File: src/rtl/alu_pkg.sv
// Shared types and constants for the ALU arbiter slice: FSM states,
// 3-bit ALU op codes and the bit positions of the {c,n,v,o} flag vector.
package alu_pkg;

  typedef enum logic [1:0] {ST_IDLE, ST_EXEC, ST_RESP} arb_state_t;

  localparam logic [2:0] OP_ADD  = 3'd0;
  localparam logic [2:0] OP_SUB  = 3'd1;
  localparam logic [2:0] OP_AND  = 3'd2;
  localparam logic [2:0] OP_OR   = 3'd3;
  localparam logic [2:0] OP_XOR  = 3'd4;
  localparam logic [2:0] OP_SHL  = 3'd5;
  localparam logic [2:0] OP_SHR  = 3'd6;
  localparam logic [2:0] OP_PASB = 3'd7;

  // o = result is zero, v = signed overflow, n = result msb, c = carry/borrow/shifted-out bit
  localparam int unsigned FLAG_O = 0;
  localparam int unsigned FLAG_V = 1;
  localparam int unsigned FLAG_N = 2;
  localparam int unsigned FLAG_C = 3;

endpackage

File: src/rtl/alu.sv
// Combinational ALU: eight 3-bit ops on BITS-wide operands, result plus {c,n,v,o} flags.
module alu
  import alu_pkg::*;
#(
  parameter int unsigned BITS = 8
) (
  input  logic [BITS-1:0] a_i,
  input  logic [BITS-1:0] b_i,
  input  logic [2:0]      op_i,
  output logic [BITS-1:0] res_o,
  output logic [3:0]      flags_o
);

  localparam int unsigned M = BITS - 1;

  logic [BITS:0] wide;

  // Compute the extended result (bit BITS is the carry) and derive flags from it
  always_comb begin
    wide    = '0;
    flags_o = '0;
    case (op_i)
      OP_ADD:  wide = {1'b0, a_i} + {1'b0, b_i};
      OP_SUB:  wide = {1'b0, a_i} - {1'b0, b_i};
      OP_AND:  wide = {1'b0, a_i & b_i};
      OP_OR:   wide = {1'b0, a_i | b_i};
      OP_XOR:  wide = {1'b0, a_i ^ b_i};
      OP_SHL:  wide = {a_i, 1'b0};
      OP_SHR:  wide = {a_i[0], 1'b0, a_i[M:1]};
      default: wide = {1'b0, b_i};
    endcase
    res_o           = wide[M:0];
    flags_o[FLAG_C] = wide[BITS];
    flags_o[FLAG_N] = wide[M];
    flags_o[FLAG_O] = (wide[M:0] == '0);
    if (op_i == OP_ADD)
      flags_o[FLAG_V] = (a_i[M] == b_i[M]) && (wide[M] != a_i[M]);
    else if (op_i == OP_SUB)
      flags_o[FLAG_V] = (a_i[M] != b_i[M]) && (wide[M] != a_i[M]);
  end

endmodule

File: src/rtl/alu_arbiter_rr_picker.sv
// Round-robin picker: first valid requester at or after the pointer, wrapping.
module rr_picker #(
  parameter  int unsigned NREQ = 2,
  localparam int unsigned IW   = $clog2(NREQ)
) (
  input  logic [NREQ-1:0] valid_i,
  input  logic [IW-1:0]   ptr_i,
  output logic [NREQ-1:0] grant_o,
  output logic [IW-1:0]   idx_o,
  output logic            any_o
);

  logic [IW-1:0] k;

  // Scan requesters in priority order starting at the pointer; first hit wins
  always_comb begin
    grant_o = '0;
    idx_o   = '0;
    any_o   = 1'b0;
    k       = '0;
    for (int unsigned i = 0; i < NREQ; i++) begin
      k = IW'((32'(ptr_i) + i) % NREQ);
      if (!any_o && valid_i[k]) begin
        any_o      = 1'b1;
        idx_o      = k;
        grant_o[k] = 1'b1;
      end
    end
  end

endmodule

File: src/rtl/alu_arbiter.sv
// Shares one ALU between NREQ requesters: round-robin grant in IDLE, operands
// registered, one op in flight, result held until the issuing requester takes it.
// Optional build macro ALU_ARB_LOCK_EN adds req_lock_i / MAX_LOCK grant locking.
module alu_arbiter
  import alu_pkg::*;
#(
  parameter int unsigned BITS = 8,
  parameter int unsigned NREQ = 2
`ifdef ALU_ARB_LOCK_EN
  , parameter int unsigned MAX_LOCK = 4
`endif
) (
  input  logic                 clk_i,
  input  logic                 rst_ni,
  input  logic [NREQ-1:0]      req_valid_i,
  output logic [NREQ-1:0]      req_ready_o,
  input  logic [NREQ*BITS-1:0] req_a_i,
  input  logic [NREQ*BITS-1:0] req_b_i,
  input  logic [NREQ*3-1:0]    req_op_i,
  output logic [NREQ-1:0]      rsp_valid_o,
  input  logic [NREQ-1:0]      rsp_ready_i,
  output logic [BITS-1:0]      rsp_data_o,
  output logic [3:0]           rsp_flags_o,
  output logic                 busy_o
`ifdef ALU_ARB_LOCK_EN
  , input  logic [NREQ-1:0]    req_lock_i
`endif
);

  localparam int unsigned IW = $clog2(NREQ);

  arb_state_t      state_q, state_d;
  logic [BITS-1:0] a_q, b_q, res_q, alu_res;
  logic [2:0]      op_q;
  logic [3:0]      flags_q, alu_flags;
  logic [IW-1:0]   g_q, ptr_q, ptr_d, ptr_next, pick_idx;
  logic [NREQ-1:0] pick_grant;
  logic            pick_any, accept, retire;

`ifdef ALU_ARB_LOCK_EN
  localparam int unsigned LW = $clog2(MAX_LOCK + 1);
  logic [LW-1:0] lock_q, lock_d;
`endif

  rr_picker #(.NREQ(NREQ)) u_picker (
    .valid_i (req_valid_i),
    .ptr_i   (ptr_q),
    .grant_o (pick_grant),
    .idx_o   (pick_idx),
    .any_o   (pick_any)
  );

  alu #(.BITS(BITS)) u_alu (
    .a_i     (a_q),
    .b_i     (b_q),
    .op_i    (op_q),
    .res_o   (alu_res),
    .flags_o (alu_flags)
  );

  assign ptr_next    = (g_q == IW'(NREQ - 1)) ? '0 : g_q + 1'b1;
  assign rsp_data_o  = res_q;
  assign rsp_flags_o = flags_q;
  assign busy_o      = (state_q != ST_IDLE);

  // FSM state register
  always_ff @(posedge clk_i or negedge rst_ni) begin
    if (!rst_ni) state_q <= ST_IDLE;
    else         state_q <= state_d;
  end

  // Next state, request/response handshakes
  always_comb begin
    state_d     = state_q;
    req_ready_o = '0;
    rsp_valid_o = '0;
    accept      = 1'b0;
    retire      = 1'b0;
    case (state_q)
      ST_IDLE: begin
        if (pick_any) begin
          req_ready_o = pick_grant;
          accept      = 1'b1;
          state_d     = ST_EXEC;
        end
      end
      ST_EXEC: state_d = ST_RESP;
      ST_RESP: begin
        rsp_valid_o[g_q] = 1'b1;
        if (rsp_ready_i[g_q]) begin
          retire  = 1'b1;
          state_d = ST_IDLE;
        end
      end
      default: state_d = ST_IDLE;
    endcase
  end

  // Round-robin pointer update on response retirement (optionally held by lock)
  always_comb begin
    ptr_d = ptr_q;
`ifdef ALU_ARB_LOCK_EN
    lock_d = lock_q;
    // a grant landing anywhere but the held pointer breaks the lock run
    if (accept && (pick_idx != ptr_q)) lock_d = '0;
    if (retire) begin
      if (req_lock_i[g_q] && (32'(lock_q) < MAX_LOCK - 1)) begin
        ptr_d  = g_q;
        lock_d = lock_q + 1'b1;
      end else begin
        ptr_d  = ptr_next;
        lock_d = '0;
      end
    end
`else
    if (retire) ptr_d = ptr_next;
`endif
  end

  // Operand capture at grant, result capture after EXEC, pointer/lock registers
  always_ff @(posedge clk_i or negedge rst_ni) begin
    if (!rst_ni) begin
      a_q     <= '0;
      b_q     <= '0;
      op_q    <= '0;
      g_q     <= '0;
      res_q   <= '0;
      flags_q <= '0;
      ptr_q   <= '0;
`ifdef ALU_ARB_LOCK_EN
      lock_q  <= '0;
`endif
    end else begin
      if (accept) begin
        a_q  <= req_a_i[pick_idx*BITS +: BITS];
        b_q  <= req_b_i[pick_idx*BITS +: BITS];
        op_q <= req_op_i[pick_idx*3 +: 3];
        g_q  <= pick_idx;
      end
      if (state_q == ST_EXEC) begin
        res_q   <= alu_res;
        flags_q <= alu_flags;
      end
      ptr_q <= ptr_d;
`ifdef ALU_ARB_LOCK_EN
      lock_q <= lock_d;
`endif
    end
  end

endmodule

File: config.mk
export PLATFORM = sky130hd
export DESIGN_NAME = alu_arbiter
export DESIGN_NICKNAME = d
export VERILOG_FILES = /design/src/rtl/alu_pkg.sv /design/src/rtl/alu.sv /design/src/rtl/alu_arbiter_rr_picker.sv /design/src/rtl/alu_arbiter.sv
export SDC_FILE = /design/constraint.sdc
export NUM_CORES = 1
export LEC_CHECK = 0
export CAP_MARGIN = 20
export CORE_MARGIN = 4
export CORE_UTILIZATION = 52
export DETAILED_ROUTE_END_ITERATION = 6
export GPL_ROUTABILITY_DRIVEN = 0
export GPL_TIMING_DRIVEN = 0
export HOLD_SLACK_MARGIN = 0.08
export PLACE_DENSITY = 0.81
export SLEW_MARGIN = 15
export SYNTH_ARGS = -nofsm -noshare
export SYNTH_HDL_FRONTEND = slang
export SYNTH_SLANG_ARGS = --single-unit
export TNS_END_PERCENT = 100
File: constraint.sdc
create_clock -name clk_i -period 3.15 [get_ports clk_i]
set_clock_uncertainty 0.1 [all_clocks]
set_input_delay 0.945 -clock clk_i [delete_from_list [all_inputs] [get_ports clk_i]]
set_output_delay 0.945 -clock clk_i [all_outputs]
set_load 0.02 [all_outputs]
==> results of run 1 <==
[cells in the final DEF (no fill, tap or decap), types with 2 or more instances in the layout]
cell type,synthesis,layout
clkdlybuf4s50_1,0,57
a21oi_1,30,29
o21ai_0,11,10
clkbuf_8,1,7
and3_1,2,2
nand4_1,2,2
o21a_1,4,4
nor2b_1,2,2
a211oi_1,4,3
mux2_2,8,8
xnor2_1,7,7
buf_4,2,4
mux2i_1,26,26
buf_6,6,7
nand2b_1,6,6
buf_2,3,3
inv_1,24,24
a21o_1,3,3
xor2_1,3,3
o21ai_1,3,2
o22ai_1,5,5
nand2_1,24,23
nor3_1,3,3
a31o_2,2,2
nand3b_1,3,3
nor2_1,43,42
nand3_1,4,4
o211ai_1,3,3
o31ai_1,5,4
ha_1,25,25
dfrtp_1,34,34
clkbuf_1,5,6
[where the power goes]
part | total, mW | internal, mW | leakage, nW | switching [mW]
Sequential | 0.924 | 0.651 | 0.389 | 0.273
Clock | 0.351 | 0.176 | 0.0482 | 0.174
Combinational | 3.18 | 1.40 | 1.27 | 1.77
Total | 4.45 | 2.23 | 1.71 | 2.22
[cell families after synthesis]
| family | after synthesis |
|---|---|
| adders and majority gates | 26 |
| xor gates and xnor gates | 10 |
| DFF | 34 |
| AOI/OAI and AO/OA | 84 |
| buffers and inverters | 41 |
| muxes | 36 |
| and+or+nand+nor | 95 |
[stage by stage]
stage                       TNS, ns  cells  setup WS (ns)
final                             0    467        0.05995
after detailed placement     -1.857    457        -0.5713
after global placement       -1.487    456        -0.5529
after floorplan                   0    326         0.2419
after CTS                   -0.1592    465        -0.1592
after global routing      -0.004733    467      -0.004733
[flip-flops by register name, summed over array words and instances, names as in the netlist]
register / flops
ptr_q: 1
state_q: 2
op_q: 3
b_q: 8
a_q: 8
rsp_data_o: 7
rsp_flags_o: 4
g_q: 1
[worst max-delay path: cells and delay by family]
| kind | cells | cell delay (ns) |
|---|---|---|
| buf+inv | 3 | 0.89 |
| compound gates | 1 | 0.20 |
[worst paths after layout]
check	start	to	slack, ns
min	rsp_flags_o[1]$_DFFE_PN0N_	rsp_flags_o[1]$_DFFE_PN0N_	0.37
min in group asynchronous	rst_ni	rsp_data_o[0]$_DFFE_PN0N_	0.48
min reg2reg	rsp_flags_o[1]$_DFFE_PN0N_	rsp_flags_o[1]$_DFFE_PN0N_	0.37
max in group asynchronous	rst_ni	b_q[2]$_DFFE_PN0P_	2.28
max	req_valid_i[0]	req_ready_o[0]	0.06
max reg2reg	op_q[0]$_DFFE_PN0P_	rsp_flags_o[0]$_DFFE_PN0N_	0.12
[layer usage]
layer  part of all wire (%)  wire, um  GRT usage, %
met5                      0         0             0
met4                    2.3       182         8.804
met3                    7.1       558         4.989
met2                     49      3842         42.63
met1                     42      3325         31.12
[area by class of cell]
| type | instances | area (sq um) |
|---|---|---|
| Sequential cell | 34 | 850.8 |
| Clock buffer | 7 | 86.33 |
| Fill cell | 430 | 1521 |
| Buffer | 17 | 136.4 |
| Inverter | 24 | 90.09 |
| Clock inverter | 1 | 5.005 |
| Multi-Input combinational cell | 251 | 1834 |
| Timing Repair Buffer | 63 | 625.6 |
| Tap cell | 70 | 87.58 |
[what timing repair did]
item / in CTS / in global routing
hold buffers: 0 / 0
buffers inserted: 0 / 2
setup endpoints to repair: 8 / 6
gates resized for setup: 9 / 8
==> out/metrics.cfg, run 1 <==
[yosys]
yosys.area.top_type_share_pct = 29.68
synthMuxAreaShare_pct = 13.53
synth.most_common_cell = nor2_1
async_flop_share_pct = 100.0
yosysWarnings = 0
syn_area_per_cell_sq_um = 8.793
synth_fa_ha_area_share_pct = 11.61
syn_nets = 396
synth_cell_types = 54
synth_top_family_by_area = compound AO/OA/AOI/OAI gates
syn_inst = 326
synth.yosys.seq_area_share_pct = 29.68
synth_xor_area_share_pct = 3.055
ys_ff_latch = 34
synthSimpleGateAreaFrac_pct = 15.06
synth_ff_type = dfrtp_1
synth_area_sq_um = 2866
synth_edf_count = 0
synthTopCellsByCount = nor2_1 (43), dfrtp_1 (34), a21oi_1 (30)
yosysTopAreaCell = dfrtp_1
synth_compound_area_share_pct = 19.38
synth_area_leaders = dfrtp_1 (30%), ha_1 (11%), mux2i_1 (9.1%)

[cts]
cts_tree = done
root_buffer = clkbuf_8
path_clk_slew_ns = 0.06
cts.sinks = 34
cts_max_path_buffers = 2
cts.htree.levels = 2
cts_inserted_buffers = 5
insertion_delay_ns = 0.31

[routing]
viasPerCell = 5.869
wl_per_cell_um = 16.94
drc = 0
first_pass_iters = 5
drt-initial-drc-count = 205
vias = 2741
antenna_left = 0
routed_wl_um = 7909

[setup_path]
arrival_ns = 2.05
r2r.worst_path.cells = 12
critical_path_class = in2out
worstPathCellList = clkdlybuf4s50_1 > inv_1 > a211oi_1 > clkdlybuf4s15_1
cp-end-kind = primary output
worst_path_max_delay_cell = clkdlybuf4s50_1
crit_path_start_kind = input pin
crit_required_ns = 2.10
path_max_fanout = 2
cp_slowest_stage_delay_ns = 0.48

[floorplanning]
floorplan.die.height_um = 82.25
start_util_pct = 54.73
die-area_sq_um = 6764
num_rows = 26
die_w_um = 82.25
core_sq_um = 5238
io_pins = 61

[flow_run]
cap_violations = 0

[grt]
grt_pass1_wl_um = 12700
grt_max_degree = 35
antenna_found_initial = 0
grt_pass1_vias = 2640
grt_overflow = 0
track_usage_pct = 24.96

[min_path]
hold_depth = 2
min_path_type = reg2reg

[timing]
timing.slew.headroom_pct = 66.21
worst_pin_slew_ns = 0.5069
slew_violations = 0
period_share_pct = 98.10
fmax_mhz = 323.6
finalCriticalPeriod_ns = 3.090
hold_viol_final = 0
setup_viol = 0
hold_ws_ns = 0.3670

[power]
power_density_nw_per_um2 = 1198
irDropWorstVdd_v = 0.0006825
p_leak_nw = 1.712
total_power_mw = 4.451

[placed_design]
place_hpwl_um = 6020
port_buffers = 60
placed_cell_area_sq_um = 3570

[cells_and_area]
drive_gt1_share_pct = 12.34
utilization_pct = 70.95
area_delta_synth_final_pct = 29.64
stdcell_area_sq_um = 3716
antenna_cells = 0
fin_nets = 466

[outcome]
status = complete, no violations

Note: power is estimated with default switching activity, not from simulation.
==> inputs of run 2 (changes only) <==
--- a/config.mk
+++ b/config.mk
@@ -12,6 +12,7 @@
 export GPL_ROUTABILITY_DRIVEN = 0
 export GPL_TIMING_DRIVEN = 0
 export HOLD_SLACK_MARGIN = 0.08
+export MAX_ROUTING_LAYER = met4
 export PLACE_DENSITY = 0.81
 export SLEW_MARGIN = 15
 export SYNTH_ARGS = -nofsm -noshare
==> run 2 against run 1 <==
Compared with the run above:
- sequential cell count unchanged
- total power decreased by 0.57%
- worst hold slack about the same
- sequential power about the same
- largest power group unchanged
- via count decreased by 1.4%
==> out/metrics.cfg, run 2 (synthesized netlist as in run 1, its figures left out) <==
[cells_and_area]
layout_commonest_cell = clkdlybuf4s50_1  ; unchanged
stdcell_area_sq_um = 3716  ; unchanged
instances_no_fill = 467  ; unchanged
drive_gt1_share_pct = 12.34  ; unchanged
fin_nets = 466  ; unchanged
area_delta_synth_final_pct = 29.64  ; unchanged
layout.cells.most_common_list = clkdlybuf4s50_1 (57), nor2_1 (42), dfrtp_1 (34)  ; unchanged
antenna_cells = 0  ; unchanged

[floorplanning]
die-area_sq_um = 6764  ; unchanged
floorplan.die.height_um = 82.25  ; unchanged
start_util_pct = 54.73  ; unchanged
core_sq_um = 5238  ; unchanged
num_rows = 26  ; unchanged
io_pins = 61  ; unchanged
die_w_um = 82.25  ; unchanged

[grt]
grt_pass1_vias = 2642  ; was 2640
track_usage_pct = 25.50  ; was 24.96%
grt_use_met2_pct = 42.63  ; unchanged
use_met1_pct = 31.05  ; was 31.12%
busiest_layer = met2  ; unchanged
grt_max_degree = 35  ; unchanged
use_met3_pct = 3.688  ; was 4.989%
antenna_found_initial = 0  ; unchanged
grt_overflow = 0  ; unchanged
grt_pass1_wl_um = 12670  ; was 12700 um

[timing]
finalCriticalPeriod_ns = 3.087  ; was 3.090 ns
hold_ws_ns = 0.3671  ; was 0.3670 ns
worst_pin_slew_ns = 0.5107  ; was 0.5069 ns
setup_viol = 0  ; unchanged
slew_violations = 0  ; unchanged
hold_viol_final = 0  ; unchanged
period_share_pct = 98.00  ; was 98.10%
timing.slew.headroom_pct = 65.96  ; was 66.21%
fmax_mhz = 323.9  ; was 323.6 MHz

[power]
p_clk_share_pct = 7.8  ; was 7.9%
p_switching_mw = 2.198  ; was 2.221 mW
comb_power_share_pct = 71.3  ; was 71.4%
irDropWorstVdd_v = 0.0006717  ; was 0.0006825 V
p_leak_nw = 1.712  ; unchanged
pwr-share-seq_pct = 20.9  ; was 20.7%
power_density_nw_per_um2 = 1191  ; was 1198 nW/um^2
swShare_pct = 49.65  ; was 49.90%
p_int_mw = 2.229  ; was 2.230 mW

[cts]
root_buffer = clkbuf_8  ; unchanged
cts.htree.levels = 2  ; unchanged
insertion_delay_ns = 0.30  ; was 0.31 ns
cts_max_path_buffers = 2  ; unchanged
cts_tree = done  ; unchanged
cts.sinks = 34  ; unchanged
cts_inserted_buffers = 5  ; unchanged
cts_hold_buf = 0  ; unchanged
path_clk_slew_ns = 0.07  ; was 0.06 ns

[setup_path]
arrival_ns = 2.04  ; was 2.05 ns
worst_path_max_delay_cell = clkdlybuf4s50_1  ; unchanged
cp_slowest_stage_delay_ns = 0.48  ; about the same
cp-end-kind = primary output  ; unchanged
path_max_fanout = 2  ; unchanged
crit_path_start_kind = input pin  ; unchanged
worstPathCellList = clkdlybuf4s50_1 > inv_1 > a211oi_1 > clkdlybuf4s15_1  ; unchanged
critical_path_class = in2out  ; unchanged
crit_required_ns = 2.10  ; about the same

[routing]
viasPerCell = 5.788  ; was 5.869
vias = 2703  ; was 2741
antenna_left = 0  ; unchanged
routed_wl_um = 7824  ; was 7909 um
drc = 0  ; unchanged
drt-initial-drc-count = 184  ; was 205
first_pass_iters = 5  ; unchanged
wl_per_cell_um = 16.75  ; was 16.94 um

[placed_design]
placed_cell_area_sq_um = 3570  ; unchanged
place_hpwl_um = 6020  ; unchanged
dp.cells = 457  ; unchanged
port_buffers = 60  ; unchanged

[outcome]
status = complete, no violations  ; unchanged

[min_path]
min_path_type = reg2reg  ; unchanged

[flow_run]
cap_violations = 0  ; unchanged

[run 2: routing by layer]
layer	vias to the layer above	wire (um)	share of wire [%]
li1	1287	-	-
met1	1277	3326	43
met2	126	3837	49
met3	13	511	6.5
met4	0	150	1.9
met5	-	0	0
[run 2: stage by stage]
stage / total power [mW] / TNS [ns] / utilization, % / worst slack [ns]
2_1_floorplan: 3.080 / 0 / - / 0.2419
3_3_place_gp: 3.809 / -1.487 / 67.87 / -0.5529
3_5_place_dp: 3.943 / -1.857 / 68.16 / -0.5713
4_1_cts: 4.332 / -0.1592 / 70.23 / -0.1592
5_1_grt: 4.791 / -0.004733 / 70.95 / -0.004733
6_report: 4.426 / 0 / 70.95 / 0.06309
[run 2: path summary, 6_finish.rpt]
check / start / to / slack (ns) / cells after the start
worst min register to register: rsp_flags_o[1]$_DFFE_PN0N_ / rsp_flags_o[1]$_DFFE_PN0N_ / 0.37 / 2
worst min-delay path: rsp_flags_o[1]$_DFFE_PN0N_ / rsp_flags_o[1]$_DFFE_PN0N_ / 0.37 / 2
min in group asynchronous: rst_ni / rsp_data_o[2]$_DFFE_PN0N_ / 0.49 / 2
worst max-delay path: req_valid_i[0] / req_ready_o[0] / 0.06 / 4
worst max register to register: op_q[0]$_DFFE_PN0P_ / rsp_flags_o[0]$_DFFE_PN0N_ / 0.17 / 12
max in group asynchronous: rst_ni / b_q[2]$_DFFE_PN0P_ / 2.27 / 2
[run 2: layout make-up]
| type | count | area, sq um |
|---|---|---|
| inverters | 24 | 90.09 |
| clock buffers | 7 | 86.33 |
| flip-flops and latches | 34 | 850.8 |
| repair buffers | 63 | 625.6 |
| fillers | 430 | 1521 |
| well taps | 70 | 87.58 |
| multi-input cells | 251 | 1834 |
| clock inverters | 1 | 5.005 |
| plain buffers | 17 | 136.4 |
[run 2: power groups by stage]
stage | logic, mW | clock network (mW) | registers [mW]
2_1_floorplan | 2.16 | 0 | 0.916
3_3_place_gp | 2.91 | 0 | 0.902
3_5_place_dp | 3.02 | 0 | 0.919
4_1_cts | 3.07 | 0.352 | 0.914
5_1_grt | 3.46 | 0.374 | 0.954
6_report | 3.16 | 0.344 | 0.925
[run 2: worst max-delay path: cells and delay by family]
kind / cells / cell delay (ns)
AOI/OAI and AO/OA: 1 / 0.20
buffers and inverters: 3 / 0.89
[run 2: what timing repair did]
action | in CTS | in global routing
setup endpoints to repair | 8 | 6
resized for setup | 9 | 8
hold endpoints to repair | 0 | 0
setup buffers | 0 | 2
==> inputs of run 3 (changes only) <==
--- a/config.mk
+++ b/config.mk
@@ -6,6 +6,7 @@
 export NUM_CORES = 1
 export LEC_CHECK = 0
 export CAP_MARGIN = 20
+export CORE_ASPECT_RATIO = 1.4
 export CORE_MARGIN = 4
 export CORE_UTILIZATION = 52
 export DETAILED_ROUTE_END_ITERATION = 6
==> run 3 against run 2 <==
Compared with the run above:
- final cell count fell by 0.86%
- clock-buffer cell count did not move
- highest routed layer unchanged
- maximum frequency fell by 0.26%
==> out/metrics.cfg, run 3 (synthesized netlist as in run 1, its figures left out) <==
[floorplanning]
num_rows = 31  ; was 26
core_sq_um = 5275  ; was 5238 sq um
io_pins = 61  ; unchanged
start_util_pct = 54.34  ; was 54.73%
die-area_sq_um = 6781  ; was 6764 sq um
die_w_um = 70.75  ; was 82.25 um
floorplan.die.height_um = 95.85  ; was 82.25 um

[grt]
busiest_layer = met2  ; unchanged
antenna_found_initial = 0  ; unchanged
track_usage_pct = 23.32  ; was 25.50%
use_met1_pct = 25.23  ; was 31.05%
use_met3_pct = 3.135  ; was 3.688%
grt_pass1_wl_um = 12160  ; was 12670 um
grt_use_met2_pct = 41.80  ; was 42.63%
grt_max_degree = 35  ; unchanged
grt_overflow = 0  ; unchanged
grt_pass1_vias = 2660  ; was 2642

[cts]
cts_inserted_buffers = 5  ; unchanged
cts.htree.levels = 2  ; unchanged
root_buffer = clkbuf_8  ; unchanged
cts_tree = done  ; unchanged
cts.sinks = 34  ; unchanged
cts_max_path_buffers = 2  ; unchanged
path_clk_slew_ns = 0.07  ; about the same
insertion_delay_ns = 0.29  ; was 0.30 ns

[setup_path]
arrival_ns = 2.05  ; was 2.04 ns
r2r_start = op_q[0]$_DFFE_PN0P_  ; unchanged
cp-end-kind = primary output  ; unchanged
endpoint = req_ready_o[0]  ; unchanged
path_max_fanout = 2  ; unchanged
critical_path_class = in2out  ; unchanged
worstPathCellList = clkdlybuf4s50_1 > inv_1 > a211oi_1 > clkdlybuf4s15_1  ; unchanged
r2r_slack_ns = 0.14  ; was 0.17 ns
r2r_end = rsp_flags_o[0]$_DFFE_PN0N_  ; unchanged
r2r.worst_path.cells = 12  ; unchanged
crit_required_ns = 2.10  ; about the same
crit_path_start_kind = input pin  ; unchanged
crit_start = req_valid_i[0]  ; unchanged
worst_path_max_delay_cell = clkdlybuf4s50_1  ; unchanged
cp_slowest_stage_delay_ns = 0.48  ; about the same

[placed_design]
dp.cells = 452  ; was 457
port_buffers = 60  ; unchanged
place_hpwl_um = 5942  ; was 6020 um

[outcome]
status = complete, no violations  ; unchanged

[routing]
first_pass_iters = 4  ; was 5
viasPerCell = 5.769  ; was 5.788
drc = 0  ; unchanged
routed_wl_um = 7433  ; was 7824 um
vias = 2671  ; was 2703
antenna_left = 0  ; unchanged
wl_per_cell_um = 16.05  ; was 16.75 um
drt-initial-drc-count = 148  ; was 184

[timing]
slew_violations = 0  ; unchanged
hold_viol_final = 0  ; unchanged
fmax_mhz = 323.1  ; was 323.9 MHz
rsz0062_at_grt = no
setup_viol = 0  ; unchanged
timing.slew.headroom_pct = 49.80  ; was 65.96%
worst_pin_slew_ns = 0.7530  ; was 0.5107 ns
finalCriticalPeriod_ns = 3.095  ; was 3.087 ns
period_share_pct = 98.26  ; was 98.00%

[flow_run]
cap_violations = 0  ; unchanged

[cells_and_area]
drive_gt1_share_pct = 11.84  ; was 12.34%
fin_nets = 466  ; unchanged
fillers = 452  ; was 430
layout.cells.most_common_list = clkdlybuf4s50_1 (57), nor2_1 (42), dfrtp_1 (33)  ; was clkdlybuf4s50_1 (57), nor2_1 (42), dfrtp_1 (34)
layout_commonest_cell = clkdlybuf4s50_1  ; unchanged
instances_no_fill = 463  ; was 467
antenna_cells = 0  ; unchanged
area_delta_synth_final_pct = 29.07  ; was 29.64%
utilization_pct = 70.14  ; was 70.95%

[power]
p_leak_nw = 1.708  ; was 1.712 nW
power_density_nw_per_um2 = 1204  ; was 1191 nW/um^2
irDropWorstVdd_v = 0.0005403  ; was 0.0006717 V

[min_path]
min_path_type = reg2reg  ; unchanged

## run 3: timing repair
action | 4_1_cts | 5_1_grt
endpoints found under the setup margin | 10 | 6
hold buffers | 0 | 0
pin swaps | 0 | 2
buffers inserted | 0 | 3
endpoints found under the hold margin | 0 | 0
gates resized for setup | 10 | 5
## run 3: power breakdown
part | switching (mW) | leakage [nW] | internal [mW]
registers | 0.267 | 0.388 | 0.652
logic | 1.76 | 1.27 | 1.39
clock network | 0.155 | 0.0524 | 0.237
total | 2.18 | 1.71 | 2.28
## run 3: how the worst min path moves through the flow
stage,from,depth (start not counted),end
after CTS,rsp_flags_o[1]$_DFFE_PN0N_,2,rsp_flags_o[1]$_DFFE_PN0N_
after global routing,rsp_flags_o[1]$_DFFE_PN0N_,2,rsp_flags_o[1]$_DFFE_PN0N_
after floorplan,g_q$_DFFE_PN0P_,1,ptr_q$_DFFE_PN0P_
final,rsp_flags_o[1]$_DFFE_PN0N_,2,rsp_flags_o[1]$_DFFE_PN0N_
after detailed placement,rsp_flags_o[1]$_DFFE_PN0N_,2,rsp_flags_o[1]$_DFFE_PN0N_
after global placement,rsp_flags_o[1]$_DFFE_PN0N_,2,rsp_flags_o[1]$_DFFE_PN0N_
## run 3: area by class of cell
cell class / count / area (sq um) / area share (%)
plain buffers: 17 / 136.4 / 3.686
repair buffers: 63 / 613.1 / 16.57
multi-input cells: 251 / 1819 / 49.17
flip-flops and latches: 34 / 852.1 / 23.03
inverters: 24 / 90.09 / 2.435
well taps: 66 / 82.58 / 2.232
clock buffers: 7 / 76.32 / 2.063
clock inverters: 1 / 30.03 / 0.8116
## run 3: worst max-delay path: cells and delay by family
kind | cells | cell delay, ns
buffers and inverters | 3 | 0.88
AO/OA/AOI/OAI | 1 | 0.22
## run 3: routing by layer
metal  vias up  share of wire, %  wire, um
li1       1286                 -         -
met1      1280                39      2879
met2        81                53      3948
met3        24               4.1       307
met4         0               4.0       297
met5         -                 0         0
## run 3: metrics by stage
step / hold WS, ns / area [sq um] / setup WS, ns / TNS, ns / total power [mW]
2_1_floorplan: 0.3883 / 2867 / 0.2419 / 0 / 3.080
3_3_place_gp: 0.3509 / 3550 / -0.5818 / -1.976 / 3.873
3_5_place_dp: 0.3583 / 3545 / -0.5710 / -2.572 / 3.953
4_1_cts: 0.3756 / 3676 / -0.1594 / -0.1594 / 4.411
5_1_grt: 0.4001 / 3700 / 0.001752 / 0 / 4.827
6_report: 0.3735 / 3700 / 0.05494 / 0 / 4.455
